## src/rtl/knns_pkg.sv

```systemverilog
// Shared helpers for the knns blocks: index-width function and slot field
// offsets (x in the upper W bits of a slot, y in the lower W bits).
package knns_pkg;

  function automatic int log2(input int value);
    int r;
    r = 1;
    for (int i = 1; i < 32; i++) begin
      if ((1 << r) < value) r = i + 1;
    end
    return r;
  endfunction

  function automatic int slotLo(input int w, input int slot);
    return 2 * w * slot;
  endfunction

  function automatic int slotXLo(input int w, input int slot);
    return slotLo(w, slot) + w;
  endfunction

  function automatic int slotYLo(input int w, input int slot);
    return slotLo(w, slot);
  endfunction

endpackage

```

## src/rtl/knns_slot_sel.sv

```systemverilog
// Combinational K:1 selector returning one 2W-bit slot of a flat result list.
module knns_slot_sel
  import knns_pkg::*;
#(
  parameter int W = 32,
  parameter int K = 10,
  localparam int IW = log2(K)
) (
  input  logic [2*W*K-1:0] list_i,
  input  logic [IW-1:0]    idx_i,
  output logic [2*W-1:0]   slot_o
);

  // Out-of-range indices (K not a power of two) select all zeros.
  always_comb begin
    slot_o = '0;
    for (int i = 0; i < K; i++) begin
      if (idx_i == IW'(i)) slot_o = list_i[slotLo(W, i) +: 2*W];
    end
  end

endmodule

```

## src/rtl/knns_result_reader.sv

```systemverilog
// Captures the KNN result list on start and streams the valid entries,
// nearest first, over a valid/ready interface.
module knns_result_reader
  import knns_pkg::*;
#(
  parameter int W  = 32,
  parameter int K  = 10,
  parameter int CW = 16
) (
  input  logic                 clk,
  input  logic                 rst,
  input  logic                 start,
  input  logic [2*W*K-1:0]     list_in,
  input  logic [CW-1:0]        num_pts,
  output logic                 out_valid,
  input  logic                 out_ready,
  output logic [W-1:0]         out_x,
  output logic [W-1:0]         out_y,
  output logic [log2(K)-1:0]   out_idx,
  output logic                 out_last,
  output logic                 busy,
  output logic                 done
);

  localparam int IW  = log2(K);
  localparam int CLW = log2(K + 1);
  localparam logic [CW-1:0] K_CW = CW'(K);

  localparam logic [0:0] ST_IDLE = 1'b0;
  localparam logic [0:0] ST_SEND = 1'b1;

  logic [0:0]       stateQ, stateD;
  logic [2*W*K-1:0] listQ, listD;
  logic [IW-1:0]    idxQ, idxD;
  logic [CLW-1:0]   cntLimQ, cntLimD;
  logic [W-1:0]     xQ, xD, yQ, yD;
  logic             lastQ, lastD;
  logic             doneQ, doneD;

  logic             nIsK;
  logic [CLW-1:0]   nLim;
  logic [CLW-1:0]   nextIdxExt;
  logic [2*W*K-1:0] selList;
  logic [IW-1:0]    selIdx;
  logic [2*W-1:0]   selSlot;

  assign nIsK = (num_pts >= K_CW);
  assign nLim = nIsK ? CLW'(K) : num_pts[CLW-1:0];
  assign nextIdxExt = CLW'(idxQ) + CLW'(1);

  // In IDLE the first beat is taken straight from list_in so it is ready the
  // cycle after start; in SEND we look one slot ahead of the current beat.
  assign selList = (stateQ == ST_IDLE) ? list_in : listQ;
  assign selIdx  = (stateQ == ST_IDLE) ? '0 : idxQ + IW'(1);

  knns_slot_sel #(.W(W), .K(K)) uSlotSel (
    .list_i (selList),
    .idx_i  (selIdx),
    .slot_o (selSlot)
  );

  always_comb begin
    stateD  = stateQ;
    listD   = listQ;
    idxD    = idxQ;
    cntLimD = cntLimQ;
    xD      = xQ;
    yD      = yQ;
    lastD   = lastQ;
    doneD   = 1'b0;
    case (stateQ)
      ST_IDLE: begin
        if (start) begin
          if (nIsK || (num_pts != '0)) begin
            stateD  = ST_SEND;
            listD   = list_in;
            cntLimD = nLim;
            idxD    = '0;
            xD      = selSlot[W +: W];
            yD      = selSlot[0 +: W];
            lastD   = (nLim == CLW'(1));
          end else begin
            doneD = 1'b1;
          end
        end
      end
      ST_SEND: begin
        if (out_ready) begin
          if (lastQ) begin
            stateD = ST_IDLE;
            idxD   = '0;
            xD     = '0;
            yD     = '0;
            lastD  = 1'b0;
            doneD  = 1'b1;
          end else begin
            idxD  = idxQ + IW'(1);
            xD    = selSlot[W +: W];
            yD    = selSlot[0 +: W];
            lastD = ((nextIdxExt + CLW'(1)) == cntLimQ);
          end
        end
      end
      default: stateD = ST_IDLE;
    endcase
  end

  always_ff @(posedge clk or posedge rst) begin
    if (rst) begin
      stateQ  <= ST_IDLE;
      listQ   <= '0;
      idxQ    <= '0;
      cntLimQ <= '0;
      xQ      <= '0;
      yQ      <= '0;
      lastQ   <= 1'b0;
      doneQ   <= 1'b0;
    end else begin
      stateQ  <= stateD;
      listQ   <= listD;
      idxQ    <= idxD;
      cntLimQ <= cntLimD;
      xQ      <= xD;
      yQ      <= yD;
      lastQ   <= lastD;
      doneQ   <= doneD;
    end
  end

  assign out_valid = (stateQ == ST_SEND);
  assign busy      = (stateQ == ST_SEND);
  assign out_x     = xQ;
  assign out_y     = yQ;
  assign out_idx   = idxQ;
  assign out_last  = lastQ;
  assign done      = doneQ;

endmodule

```

## config.mk

```make
export PLATFORM = sky130hd
export DESIGN_NAME = knns_result_reader
export DESIGN_NICKNAME = d
export VERILOG_FILES = /design/src/rtl/knns_pkg.sv /design/src/rtl/knns_slot_sel.sv /design/src/rtl/knns_result_reader.sv
export SDC_FILE = /design/constraint.sdc
export NUM_CORES = 2
export LEC_CHECK = 0
export CAP_MARGIN = 5
export CELL_PAD_IN_SITES_DETAIL_PLACEMENT = 0
export CELL_PAD_IN_SITES_GLOBAL_PLACEMENT = 1
export CORE_MARGIN = 2
export CORE_UTILIZATION = 34
export CTS_CLUSTER_SIZE = 30
export DETAILED_ROUTE_END_ITERATION = 6
export PLACE_DENSITY_LB_ADDON = 0.25
export SYNTH_ARGS = -nofsm -noshare
export SYNTH_HDL_FRONTEND = slang
export SYNTH_SLANG_ARGS = --single-unit
```

## constraint.sdc

```tcl
create_clock -name clk -period 27.3 [get_ports clk]
set_input_delay 8.19 -clock clk [delete_from_list [all_inputs] [get_ports clk]]
set_output_delay 8.19 -clock clk [all_outputs]
set_load 0.02 [all_outputs]
```

Word level (Yosys, flattened, before mapping) --
Cells that the tools add are included.
Storage, ports and cells: bits in registers 715, output and inout port bits 72, logic and storage cells 74, input port bits 660
Operators by class: reduce and logical (&&, ||, !) cells 5, magnitude comparators 1, bitwise logic cells 1, multiplexer cells 43, add/subtract/negate cells 2, eq/ne operators 14
Operators with widths (number):
- $mux W64 | 10
- $mux W640 | 1
- $mux W32 | 8
- $pmux W32 S2 | 2
- $mux W4 | 6
- $eq A4 B3 Y1 const B | 4
- $ge A16 B4 Y1 const B | 1
- $reduce_bool A16 Y1 | 1
- $mux W1 | 12
- $add A4 B1 Y4 const B | 2
- $eq A4 B1 Y1 const B | 2
- $eq A4 B2 Y1 const B | 2
- $eq A4 B4 Y1 const B | 2
- $pmux W4 S2 | 1
- $pmux W1 S2 | 3
- $reduce_and A3 Y1 | 2
- $eq A4 B4 Y1 | 1
- $logic_not A4 Y1 | 1
- $ne A2 B2 Y1 const B | 2
- $ne A2 B1 Y1 const B | 1
- $logic_or A1 B1 Y1 | 1
- $not A1 Y1 | 1

Longest topological paths before layout --
depth after elaboration 16, depth in mapped cells 12, depth with buffers taken out 8

Modules after synthesis --
A second synthesis with hierarchy kept.
Unflattened totals: cell total of the unflattened synthesis 3191, area total of the unflattened synthesis 41079.4 sq um
By module, submodules not included:
- knns_result_reader | seq. area each 17892.2 sq um, cells each 2423, area an instance 35953.2 sq um, times used 1
- knns_slot_sel | seq. area each 0.0 sq um, cells each 768, area an instance 5126.2 sq um, times used 1

Worst setup path after synthesis --
Ideal clock, no wire load.
path type input to register, from input num_pts[15], to register xQ[0] (netlist: out_x[0]), arrival 9.607 ns, buffers on the path 3, setup time 0.087 ns, stages on the path 8, required time 27.213 ns, setup slack 17.606 ns, path through nor4_1 nand4_1 a22oi_2 buf_6 buf_6 buf_2 nand2_1 a22oi_1
Between the ends: word-level cells in the longest chain between the ends 4, elaborated cells between the ends (all ways) 5, classes of those cells order compare (1); eq/ne (1); reduce/logical (3)
RTL lines:
- start, declared | RTL line knns_result_reader.sv:14 | input logic [CW-1:0] num_pts,
- $ge A16 B4 Y1 / $reduce_bool A16 Y1 (equally long branches) | RTL line knns_result_reader.sv:47, knns_result_reader.sv:74
- $logic_or A1 B1 Y1 (*) | RTL line knns_result_reader.sv:74 | if (nIsK || (num_pts != '0)) begin
- $ne A2 B1 Y1 (no line) (*)
- $reduce_and A3 Y1 (no line) (*)
- end signal, assigned | RTL line knns_result_reader.sv:114 | xQ <= '0;
- end signal, assigned | RTL line knns_result_reader.sv:123 | xQ <= xD;
- end, declared | RTL line knns_result_reader.sv:36 | logic [W-1:0] xQ, xD, yQ, yD;
Every way passes the cells marked *; elsewhere a longest branch is shown, timed or not. A chain may end at the register's enable or synchronous reset.

Worst setup path after layout --
from input num_pts[2], to register listQ[340]
Between the ends: word-level cells in the longest chain between the ends 3, elaborated cells between the ends (all ways) 4, classes of those cells order compare (1); reduce/logical (3)
RTL lines:
- $ge A16 B4 Y1 / $reduce_bool A16 Y1 (equally long branches) | RTL line knns_result_reader.sv:47, knns_result_reader.sv:74
- $logic_or A1 B1 Y1 (*) | RTL line knns_result_reader.sv:74
- $reduce_and A3 Y1 (no line) (*)
- end signal, assigned | RTL line knns_result_reader.sv:120 | listQ <= listD;
- end, declared | RTL line knns_result_reader.sv:33 | logic [2*W*K-1:0] listQ, listD;
Marked as above.

==> reports/metrics.cfg <==
[synth]
postSynthNetCount = 4854
asyncSetResetFlopFracSynth_pct = 100.0
synth-warning-count = 0
syn_avg_cell_area_um2 = 8.276
syn-cell-area_um2 = 34690
synth_edf_count = 0
postSynthCellCount = 4192
ys_ff_latch = 715
synth-main-ff-cell = dfrtp_1
ys_seq_area_share_pct = 51.57
synth.distinct_cells = 58

[timing]
fin_crit_sh_pct = 42.53
finalSetupViolCount = 0
unrepaired_setup_endpoints_after_global_routing = no
post-route-min-period_ps = 11610
aggregate_negative_setup_slack_ps = 0
slew_headroom_pct = 27.16
finalMaxSlewViolations = 0
fmaxAchievable_mhz = 86.13
timing.final.hold_violations = 0
finClkSkew_ps = 25.46
worst-slew-pin-transition_ps = 1093
setup_ws_ps = 15690

[min_path]
min_delay_worst_endpoint = listQ[144]$_DFFE_PP0P_
hold_class = reg2reg
whs_path_depth = 2
holdCritStartpoint = listQ[144]$_DFFE_PP0P_

[critical_path]
critPathLaunchType = primary input
worstPathArrival_ps = 12200
cp_slowest_cell = buf_12
worstPathRequired_ps = 27890
crit-reg2reg-launch = out_idx[0]$_DFFE_PP0P_
endpoint_kind = flip-flop
largest_stage_delay_on_the_critical_path_ps = 730
crit_path_max_fanout = 205
path_cells = clkdlybuf4s50_1 > nor4_1 > nand4_1 > nand2_4 > buf_12 > buf_12 > nand2_1 > nand2_1
worst_r2r_endpoint = out_y[24]$_DFFE_PP0P_
reg2reg_depth = 10
rrSetupSlack_ps = 22460
criticalPathCategory = in2reg

[placed_design]
post_place_setup_slack_ps = 15190
dp_hpwl_mm = 97.71
port-buffer-count = 731
dpl.cell_count = 6026
gpl.final_weighted_congestion = 0.8486

[detailed_routing]
drtAntennaViolNets = 0
drt-initial-drc-count = 2967
vias = 32300
vias_per_cell = 5.217
remaining_drc_errors = 0
drt_first_pass_iters = 6
wl_mm = 149.7
wl_per_cell_um = 24.18

[clock_network]
cts_tree = done
root_buffer = clkbuf_16
numClockSinks = 715
cts-buffers-inserted = 83
worst_skew_pair.late_latency_ps = 670
clk_pin_slew_worst_paths_ps = 60
post_cts_hold_buffer_count = 0
max-clock-path-buffers = 3
cts.repair_timing.setup_buffer_count = 0
ctsResizeCount = 0
htreeDepth = 3

[pwr]
power.density_cell_area_nw_per_um2 = 122.3
comb_power_share_pct = 46.2
p_switching_mw = 2.455
peakVddDrop_mv = 0.09906
power.clock.fraction_pct = 20.7
power.internal_mw = 3.132
power.share.sequential_pct = 33.1
cellLeakagePower_nw = 21.76
swShare_pct = 43.94

[job]
maxCapViolCount = 0

[grt]
first_global_vias = 32070
antenna_found_initial = 31
total_congestion_overflow = 0
global_route_wire_length_before_repair_mm = 216.7
gr-usage-all-layers_pct = 28.06
grt_max_degree = 206

[floorplanning]
die_h_um = 323.4
std_cell_rows = 117
core_um2 = 101400
initial_utilization_pct = 34.20
die_width_um = 323.4
ios = 732
fp.dieArea_um2 = 104600

[finish]
drive_above_1_share_pct = 4.267
layout.filler_cells = 10180
areaGrowthSynthToFinish_pct = 31.72
final_nets = 5405
finish.cell_count_without_fillers = 6191

[outcome]
run_status = finished clean

## how the worst max path moves through the flow
| stage | startpoint | endpoint | cells after the start |
|---|---|---|---|
| 4_1_cts | num_pts[2] | listQ[591]$_DFFE_PP0P_ | 8 |
| 3_5_place_dp | num_pts[2] | listQ[591]$_DFFE_PP0P_ | 8 |
| 6_report | num_pts[2] | listQ[340]$_DFFE_PP0P_ | 8 |
| 5_1_grt | num_pts[2] | listQ[466]$_DFFE_PP0P_ | 8 |
| 2_1_floorplan | rst | busy$_DFF_PP0_ | 1 |
| 3_3_place_gp | num_pts[2] | listQ[468]$_DFFE_PP0P_ | 8 |
## logic make-up after synthesis
kind of cell	count (synthesis)	synth area share, %
AOI/OAI and AO/OA	674	15.05
xor gates and xnor gates	6	0.1515
adders and majority gates	2	0.07212
buffers and inverters	315	4.065
DFF	715	51.57
muxes	65	1.879
and+or+nand+nor	2415	27.21
## worst max-delay path, delay by kind of cell
kind / cells / cell delay, ps
buffers and inverters: 3 / 1730
AND/OR/NAND/NOR: 5 / 1780
## registers in the layout, indices dropped and copies added, names as in the netlist
signal and cells:
out_y 32, cntLimQ 4, done 1, out_last 1, listQ 640, busy 1, out_x 32, out_idx 4
## power groups by stage
stage	Sequential, mW	Clock [mW]	Combinational [mW]
5_1_grt	1.90	1.22	2.81
3_3_place_gp	1.85	0	2.57
3_5_place_dp	1.86	0	2.60
2_1_floorplan	1.79	0	1.63
6_report	1.85	1.16	2.58
4_1_cts	1.85	1.18	2.61
## placed cells by master, fill, tap and decap left out, types with 65 or more instances in the layout
master,count
nand2_1,2178
clkdlybuf4s50_1,731
dfrtp_1,713
a21oi_1,69
o21ai_0,132
o22a_1,65
clkbuf_16,85
a32o_1,123
nor2_1,69
## metrics by stage
step	utilization [%]	instance area (um^2)	power, mW	hold WS, ps
floorplan	-	34700	3.428	438.5
global placement	42.28	42890	4.430	452.0
detailed placement	42.28	42890	4.457	459.0
CTS	45.00	45650	5.636	475.3
global route	45.03	45680	5.934	488.4
finish	45.04	45700	5.587	471.1
## synthesized netlist by cell type (all sizes together), types with 2 or more instances
cell type | number | area, um^2
a211o | 59 | 516.8
a211oi | 6 | 50.05
a21o | 63 | 473.0
a21oi | 72 | 367.9
a221o | 59 | 590.6
a22oi | 65 | 493.0
a2bb2oi | 3 | 26.28
a31oi | 2 | 12.51
a32o | 123 | 1231
and2 | 5 | 31.28
buf | 140 | 753.2
clkbuf | 171 | 641.9
dfrtp | 715 | 17890
ha | 2 | 25.02
inv | 4 | 15.01
mux2i | 64 | 640.6
nand2 | 2182 | 8190
nand2b | 11 | 68.82
nand3 | 4 | 20.02
nand3b | 2 | 15.01
nand4 | 2 | 27.53
nor2 | 70 | 262.8
nor2b | 66 | 420.4
nor3 | 62 | 315.3
nor4 | 5 | 46.29
o21ai | 136 | 680.7
o221ai | 6 | 52.55
o22a | 66 | 578.1
o22ai | 2 | 12.51
o31ai | 3 | 22.52
or3 | 3 | 18.77
xnor2 | 4 | 35.03
xor2 | 2 | 17.52
## cell type report
| type | count | area (um^2) | area share [%] |
|---|---|---|---|
| multi-input combinational | 3162 | 15500 | 33.91 |
| sequential | 715 | 17900 | 39.17 |
| clock inverter | 29 | 337.8 | 0.7393 |
| clock buffer | 117 | 2417 | 5.290 |
| inverter | 4 | 23.77 | 0.05202 |
| antenna | 19 | 47.55 | 0.1040 |
| tap | 1368 | 1712 | 3.746 |
| timing repair buffer | 777 | 7762 | 16.99 |
## layer usage
metal,vias to the layer above,wire [um],global-route usage (%)
met5,-,107,0
met4,16,6059,11.64
met3,225,10030,5.178
met2,1183,71790,46.41
met1,15890,61710,36.06
li1,14980,-,-
Power figures use the tool's default switching activity.
